`config.mk`:
```
export PLATFORM = sky130hd
export DESIGN_NAME = echo_responder
export DESIGN_NICKNAME = d
export VERILOG_FILES = /design/src/rtl/echo_responder.sv
export SDC_FILE = /design/constraint.sdc
export NUM_CORES = 1
export LEC_CHECK = 0
export CORE_MARGIN = 10
export CORE_UTILIZATION = 55
export CTS_CLUSTER_DIAMETER = 120
export DETAILED_ROUTE_END_ITERATION = 6
export GPL_TIMING_DRIVEN = 0
export HOLD_SLACK_MARGIN = 0.06
export MAX_ROUTING_LAYER = met4
export PLACE_DENSITY = 0.73
export SYNTH_ARGS = -nofsm -noshare
export SYNTH_HDL_FRONTEND = slang
export SYNTH_SLANG_ARGS = --single-unit
```
`constraint.sdc`:
```
create_clock -name clock -period 5.4 [get_ports clock]
set_input_delay 1.08 -clock clock [delete_from_list [all_inputs] [get_ports clock]]
set_output_delay 1.08 -clock clock [all_outputs]
set_load 0.02 [all_outputs]
```
`src/rtl/echo_responder.sv`:
```
`default_nettype none
// +----------------------------------------------------------------------------+
// | Module      : echo_responder                                               |
// | Description : Ultrasonic ranging echo emulator. A synchronized trig high   |
// |               pulse of at least TRIG_MIN cycles arms a measurement. After  |
// |               ECHO_DELAY cycles an echo pulse is produced whose width      |
// |               encodes distance_cm (or TIMEOUT_CYCLES when out of range),   |
// |               followed by a HOLDOFF dead time.                             |
// | Ports       : clock        - rising-edge clock for all logic               |
// |               resetn       - asynchronous active-low reset                 |
// |               enable       - 1 = accept new triggers                       |
// |               trig         - asynchronous trigger input                    |
// |               distance_cm  - emulated target distance (cm, unsigned)       |
// |               echo         - registered echo pulse                         |
// |               busy         - high whenever the FSM is not IDLE             |
// |               short_trig   - one-cycle pulse on a too-short trigger        |
// |               meas_count   - echo pulses produced, wraps 255 -> 0          |
// | Revision    : 1.0 - initial release                                        |
// +----------------------------------------------------------------------------+
module echo_responder #(
  parameter int unsigned TRIG_MIN       = 500,
  parameter int unsigned ECHO_DELAY     = 25000,
  parameter int unsigned CYCLES_PER_CM  = 2900,
  parameter int unsigned MAX_CM         = 400,
  parameter int unsigned TIMEOUT_CYCLES = 1900000,
  parameter int unsigned HOLDOFF        = 50000
) (
  input  logic       clock,
  input  logic       resetn,
  input  logic       enable,
  input  logic       trig,
  input  logic [8:0] distance_cm,
  output logic       echo,
  output logic       busy,
  output logic       short_trig,
  output logic [7:0] meas_count
);

  localparam int TW = $clog2(TRIG_MIN + 2);
  localparam int CW = 32;

  localparam logic [TW-1:0] C_TRIG_MIN  = TW'(TRIG_MIN);
  localparam logic [CW-1:0] C_ECHO_LAST = CW'(ECHO_DELAY - 1);
  localparam logic [CW-1:0] C_HOLD_LAST = CW'(HOLDOFF - 1);
  localparam logic [CW-1:0] C_CPC       = CW'(CYCLES_PER_CM);
  localparam logic [CW-1:0] C_MAX_CM    = CW'(MAX_CM);
  localparam logic [CW-1:0] C_TIMEOUT   = CW'(TIMEOUT_CYCLES);

  typedef enum logic [2:0] {
    S_IDLE  = 3'd0,
    S_TRIG  = 3'd1,
    S_DELAY = 3'd2,
    S_ECHO  = 3'd3,
    S_HOLD  = 3'd4
  } state_t;

  // Registered state
  logic          r_trig_meta;
  logic          r_ts;
  state_t        r_state;
  logic [TW-1:0] r_tcnt;
  logic [CW-1:0] r_cnt;
  logic [8:0]    r_cm;
  logic [CW-1:0] r_product;
  logic          r_armed;

  // Next-state values
  state_t        w_state;
  logic [TW-1:0] w_tcnt;
  logic [CW-1:0] w_cnt;
  logic          w_echo;
  logic          w_short;
  logic [7:0]    w_count;
  logic          w_latch;
  logic          w_armed;
  logic          w_cm_in_range;
  logic [CW-1:0] w_width;

  // The raw product is registered at the accept edge together with cm_q;
  // the range decision is taken from cm_q so the latched distance alone
  // determines the pulse width.
  assign w_cm_in_range = (r_cm != 9'd0) && (CW'(r_cm) <= C_MAX_CM);
  assign w_width       = w_cm_in_range ? r_product : C_TIMEOUT;

  assign busy = (r_state != S_IDLE);

  always_comb begin
    w_state = r_state;
    w_tcnt  = r_tcnt;
    w_cnt   = r_cnt;
    w_echo  = echo;
    w_short = 1'b0;
    w_count = meas_count;
    w_latch = 1'b0;
    // A trigger is only re-armed once ts has been seen low. A high level
    // observed outside IDLE (including across HOLD -> IDLE) disarms it, so a
    // trig held through the hold-off is not mistaken for a new request.
    if (!r_ts) begin
      w_armed = 1'b1;
    end else if (r_state != S_IDLE) begin
      w_armed = 1'b0;
    end else begin
      w_armed = r_armed;
    end

    unique case (r_state)
      S_IDLE: begin
        if (enable && r_ts && r_armed) begin
          w_state = S_TRIG;
          w_tcnt  = TW'(1);
        end
      end
      S_TRIG: begin
        if (r_ts) begin
          if (r_tcnt < C_TRIG_MIN) begin
            w_tcnt = r_tcnt + TW'(1);
          end
        end else if (r_tcnt >= C_TRIG_MIN) begin
          w_state = S_DELAY;
          w_cnt   = '0;
          w_latch = 1'b1;
        end else begin
          w_state = S_IDLE;
          w_short = 1'b1;
        end
      end
      S_DELAY: begin
        if (r_cnt == C_ECHO_LAST) begin
          w_state = S_ECHO;
          w_echo  = 1'b1;
          w_cnt   = '0;
        end else begin
          w_cnt = r_cnt + CW'(1);
        end
      end
      S_ECHO: begin
        if (r_cnt == w_width - CW'(1)) begin
          w_state = S_HOLD;
          w_echo  = 1'b0;
          w_count = meas_count + 8'd1;
          w_cnt   = '0;
        end else begin
          w_cnt = r_cnt + CW'(1);
        end
      end
      S_HOLD: begin
        if (r_cnt == C_HOLD_LAST) begin
          w_state = S_IDLE;
          w_cnt   = '0;
        end else begin
          w_cnt = r_cnt + CW'(1);
        end
      end
      default: begin
        w_state = S_IDLE;
        w_echo  = 1'b0;
        w_cnt   = '0;
      end
    endcase
  end

  always_ff @(posedge clock or negedge resetn) begin
    if (!resetn) begin
      r_trig_meta <= 1'b0;
      r_ts        <= 1'b0;
      r_state     <= S_IDLE;
      r_tcnt      <= '0;
      r_cnt       <= '0;
      r_cm        <= '0;
      r_product   <= '0;
      r_armed     <= 1'b0;
      echo        <= 1'b0;
      short_trig  <= 1'b0;
      meas_count  <= '0;
    end else begin
      r_trig_meta <= trig;
      r_ts        <= r_trig_meta;
      r_state     <= w_state;
      r_tcnt      <= w_tcnt;
      r_cnt       <= w_cnt;
      r_armed     <= w_armed;
      echo        <= w_echo;
      short_trig  <= w_short;
      meas_count  <= w_count;
      if (w_latch) begin
        r_cm      <= distance_cm;
        r_product <= CW'(distance_cm) * C_CPC;
      end
    end
  end

endmodule
`default_nettype wire

```
Word-level counts from Yosys, hierarchy flattened:

Cells that the tools add are included.

* flip-flop bits (word level): 85
* input port bits: 13
* output and inout bits: 11
* word-level logic and storage cells: 79

* add/subtract/negate cells: 4
* $mul: 1
* order comparisons: 3
* eq/ne operators: 16
* mux-type cells: 29
* bitwise logic cells: 2
* reductions and logical operators: 13

Operators by type and width (number)
* $mux W32: 5
* $pmux W32 S5: 1
* $add A32 B1 Y32 const B: 1
* $eq A32 B15 Y1 const B: 1
* $eq A32 B16 Y1 const B: 1
* $eq A32 B32 Y1: 1
* $mux W9: 3
* $sub A21 B1 Y22 const B: 1
* $mux W21: 1
* $mul A9 B10 Y19 const B: 1
* $ne A2 B2 Y1 const B: 9
* $pmux W9 S2: 1
* $mux W3: 5
* $pmux W3 S5: 1
* $mux W1: 10
* $add A9 B1 Y9 const B: 1
* $ge A9 B9 Y1 const B: 1
* $le A9 B9 Y1 const B: 1
* $lt A9 B9 Y1 const B: 1
* $reduce_bool A9 Y1: 1
* $add A8 B1 Y8 const B: 1
* $eq A3 B2 Y1 const B: 2
* $reduce_and A3 Y1: 2
* $reduce_and A5 Y1: 1
* other kinds (12): 15

Longest topological paths before layout:

* word-level depth: 7
* mapped depth: 17
* mapped depth without buffers: 16

Least setup slack after synthesis:

No wires, ideal clock.

* path type: input to register
* from: input port distance_cm[3]
* to: register r_product[19]
* library setup time: 0.135 ns
* arrival: 4.612 ns
* data required time: 5.265 ns
* slack: 0.653 ns
* cell stages on the path: 16
* path buffers: 0
* cells stage by stage: ha_1 -> ha_1 -> inv_1 -> fa_1 -> fa_1 -> inv_1 -> ha_1 -> a21o_1 -> a21oi_1 -> nor2b_1 -> o21a_1 -> o41ai_1 -> o21a_1 -> o21ai_0 -> xnor2_1 -> o21ai_0

* longest elaborated chain between the ends: 1

Ends and longest elaborated chain
* from (decl): RTL line 32 `input logic [8:0] distance_cm,`
* $mul A9 B10 Y19: RTL line 187 `r_product <= CW'(distance_cm) * C_CPC;`
* to (signal assigned): RTL line 187
* to (decl): RTL line 64 `logic [CW-1:0] r_product;`

No other way between the ends.
A chain may end at the register's enable or synchronous reset.

Final worst setup path:

Same ends and word-level chain as after synthesis.

==> run metrics <==
outcome complete, no violations; Final Hold Vio Count 0; cell repeated most along the worst path ha_1; # diodes 0; Post-CTS Setup Inserts 0; max layer used met4; IO buf count 23; CP Class in2reg; htree depth 3; Max-Slew Margin vs Limit 0.412; sequential share of the synthesized area 0.297; Detail Route met3 WL roughly 750 µm; worst-path fanout max 4; critical-path cell with the highest stage delay fa_1; Synth cell types a little over 70; vias in the first global route about 6000; worst slew pin tran approximately 0.87 ns; CP Capture Type register; EDFF count, synth 0; Starting Density 0.558; Finish-stage setup viols 0; number of max-cap violations 0; Worst Hold Path EP r_ts; via count between 6000 and 7000; CTS Buf Count 9; Slew Viols, Final 0; largest net degree at the start of global routing 44; DP Area approximately 0.0074 mm²; Die Wd about 130 µm; met2 routed WL 8.55 mm; vias per cell slightly above 6; Final Util 0.622; R2R Path Start r_cm[1]; Hold Crit Class reg2reg; most frequent cells in the layout dfrtp_1, nand2_1, inv_1; critical hold path startpoint r_trig_meta; Nets roughly 900; CTS tree yes; skew final 0.00659 ns; area grow syn2layout 11.5%; routed length on met1 7.22 mm; worst r2r path cells 16; Slowest Stage Delay on Critical Path approximately 0.54 ns; P per Cell Area around 270 mW/mm²; Routed wire per std cell approximately 17 µm; number of fill cells about 1100; IO Count 24; FP Rows between 40 and 50; clock buffer depth 2; WHS Path Cells 0; data arrival time of the worst path approximately 5.4 ns; Root Buffer clkbuf_16; CP startpoint distance_cm[3]; synthesized area ~0.007 mm²; DRT iter0 DRCs about 370; Synth top area share 0.297; Async SR Flop Fraction 1.00; crit-path cells clkdlybuf4s50_1, ha_1, ha_1, inv_1, fa_1, fa_1, inv_1, ha_1, a21o_1, a21oi_1, nor2b_1, o21a_1, o41ai_2, o21a_1, o21ai_0, xnor2_1, o21ai_0; RR Endpoint echo; commonest non-fill, non-tap cell in the layout dfrtp_1; crit path time final roughly 5.2 ns; post-synthesis net count around 900; drt pass-1 iters 5; biggest area consumer among synthesized cells dfrtp_1; FF+latch count, synth 83; crit path launch type input pin; final WL between 15 and 20 mm; WP data required between 5 and 6 ns; syn avg cell area 8.78 µm²; initial antenna violation count 0; Antenna Nets Post-Route 0; core area roughly 0.013 mm²; global-route wire length before repair roughly 29 mm; share of cells above drive strength 1 0.0779; Overflow after GRT 0; CTS Sinks 83; Max Freq 0.193 GHz; DP Wirelength ~13 mm; clock-pin transition on the worst setup and hold timing paths 0.06 ns; Synth Flop Type dfrtp_1; yosys warns 0; die area between 0.015 and 0.02 mm²; final routed DRC violation total 0; unrepaired setup endpoints after global routing false; clk_lat worst skew about 0.34 ns; Tcrit/Tclk final 0.960; peak supply drop 0.163 mV; total track usage 0.200; cell leakage power around 3.4 nW; top cells by area, synth dfrtp_1, ha_1, fa_1; Post-Syn Instances just under 800; design area 0.00779 mm²; Setup TNS Final 0 ns; GP Congestion 0.906; Die Height about 130 µm; R2R setup slack a little under 0.4 ns
==> synth_stat cells, types with 4 or more instances <==
library cell  instances
or2_2                 6
fa_1                 23
ha_1                 51
nand3_1              31
o31ai_1              14
inv_1                52
or3_1                14
buf_2                 6
and3_1               26
a21oi_1              15
nor3_1               33
a211oi_1             12
nor2_1               48
nor4_1               13
nand4_1              27
o21ai_0              40
mux2_2               14
dfrtp_1              83
o311ai_0              7
clkbuf_1             43
a21o_1               14
xor2_1               17
nand2_1              80
or4_1                 7
nand2b_1              9
and2_1                4
xnor2_1              28
==> timing repair <==
action	CTS	global route
hold buffers	0	0
setup endpoints to repair	0	37
gates resized for setup	0	3
==> where the power goes <==
part / switching, mW / internal, mW
Sequential: 0.0272 / 0.654
Combinational: 0.392 / 0.329
Clock: 0.252 / 0.447
Total: 0.671 / 1.43
==> cell families after synthesis <==
kind of cell | after synthesis | share of synthesized area
multiplexers | 18 | 0.0285
AND/OR/NAND/NOR | 325 | 0.250
flip-flops | 83 | 0.297
buffers and inverters | 104 | 0.0596
AO/OA/AOI/OAI | 146 | 0.147
XOR/XNOR | 46 | 0.0596
adder cells (fa/ha/maj) | 74 | 0.157
==> metrics by stage <==
step	power (mW)	hold slack, ns	worst slack [ns]	cells
CTS	2.11	0.372	0.0856	1007
global placement	1.38	0.344	-0.275	991
finish	2.10	0.360	0.219	1006
detailed placement	1.41	0.352	-0.245	992
floorplan	1.25	0.331	0.653	796
global route	2.24	0.381	0.00209	1006
==> state kept, by name, summed over array words and instances (netlist names) <==
register / flops
echo: 1
meas_count: 8
r_armed: 1
r_cm: 9
r_cnt: 32
r_product: 17
r_state: 3
r_tcnt: 9
r_trig_meta: 1
r_ts: 1
short_trig: 1
==> layout make-up <==
class	count	area, µm²	area share
multi-input combinational	609	4510	0.579
tap	172	215	0.0276
timing repair buffer	24	248	0.0318
sequential	83	2080	0.267
clock buffer	9	225	0.0289
inverter	52	195	0.0251
buffer	51	218	0.0279
clock inverter	6	105	0.0135
==> worst max path at each step <==
stage | to | slack, ns | cells past startpoint
2_1_floorplan | r_product[19] | 0.65 | 16
6_report | r_product[19] | 0.22 | 17
3_3_place_gp | r_product[19] | -0.27 | 17
4_1_cts | r_product[19] | 0.09 | 17
3_5_place_dp | r_product[19] | -0.24 | 17
5_1_grt | r_product[19] | 0.002 | 17
==> metal layers <==
| layer | up-vias | track usage |
|---|---|---|
| met5 | - | - |
| met4 | 0 | 0.0923 |
| met3 | 60 | 0.0276 |
| met2 | 197 | 0.345 |
| met1 | 2889 | 0.226 |
| li1 | 2942 | - |
==> worst max-delay path: cells and delay by family <==
family	cells	cell delay, ns
AND/OR/NAND/NOR	1	0.08
buffers and inverters	3	0.61
adder cells (fa/ha/maj)	5	2.14
AO/OA/AOI/OAI	7	1.33
XOR/XNOR	1	0.15
No activity file was read; power rests on OpenSTA's default activity.
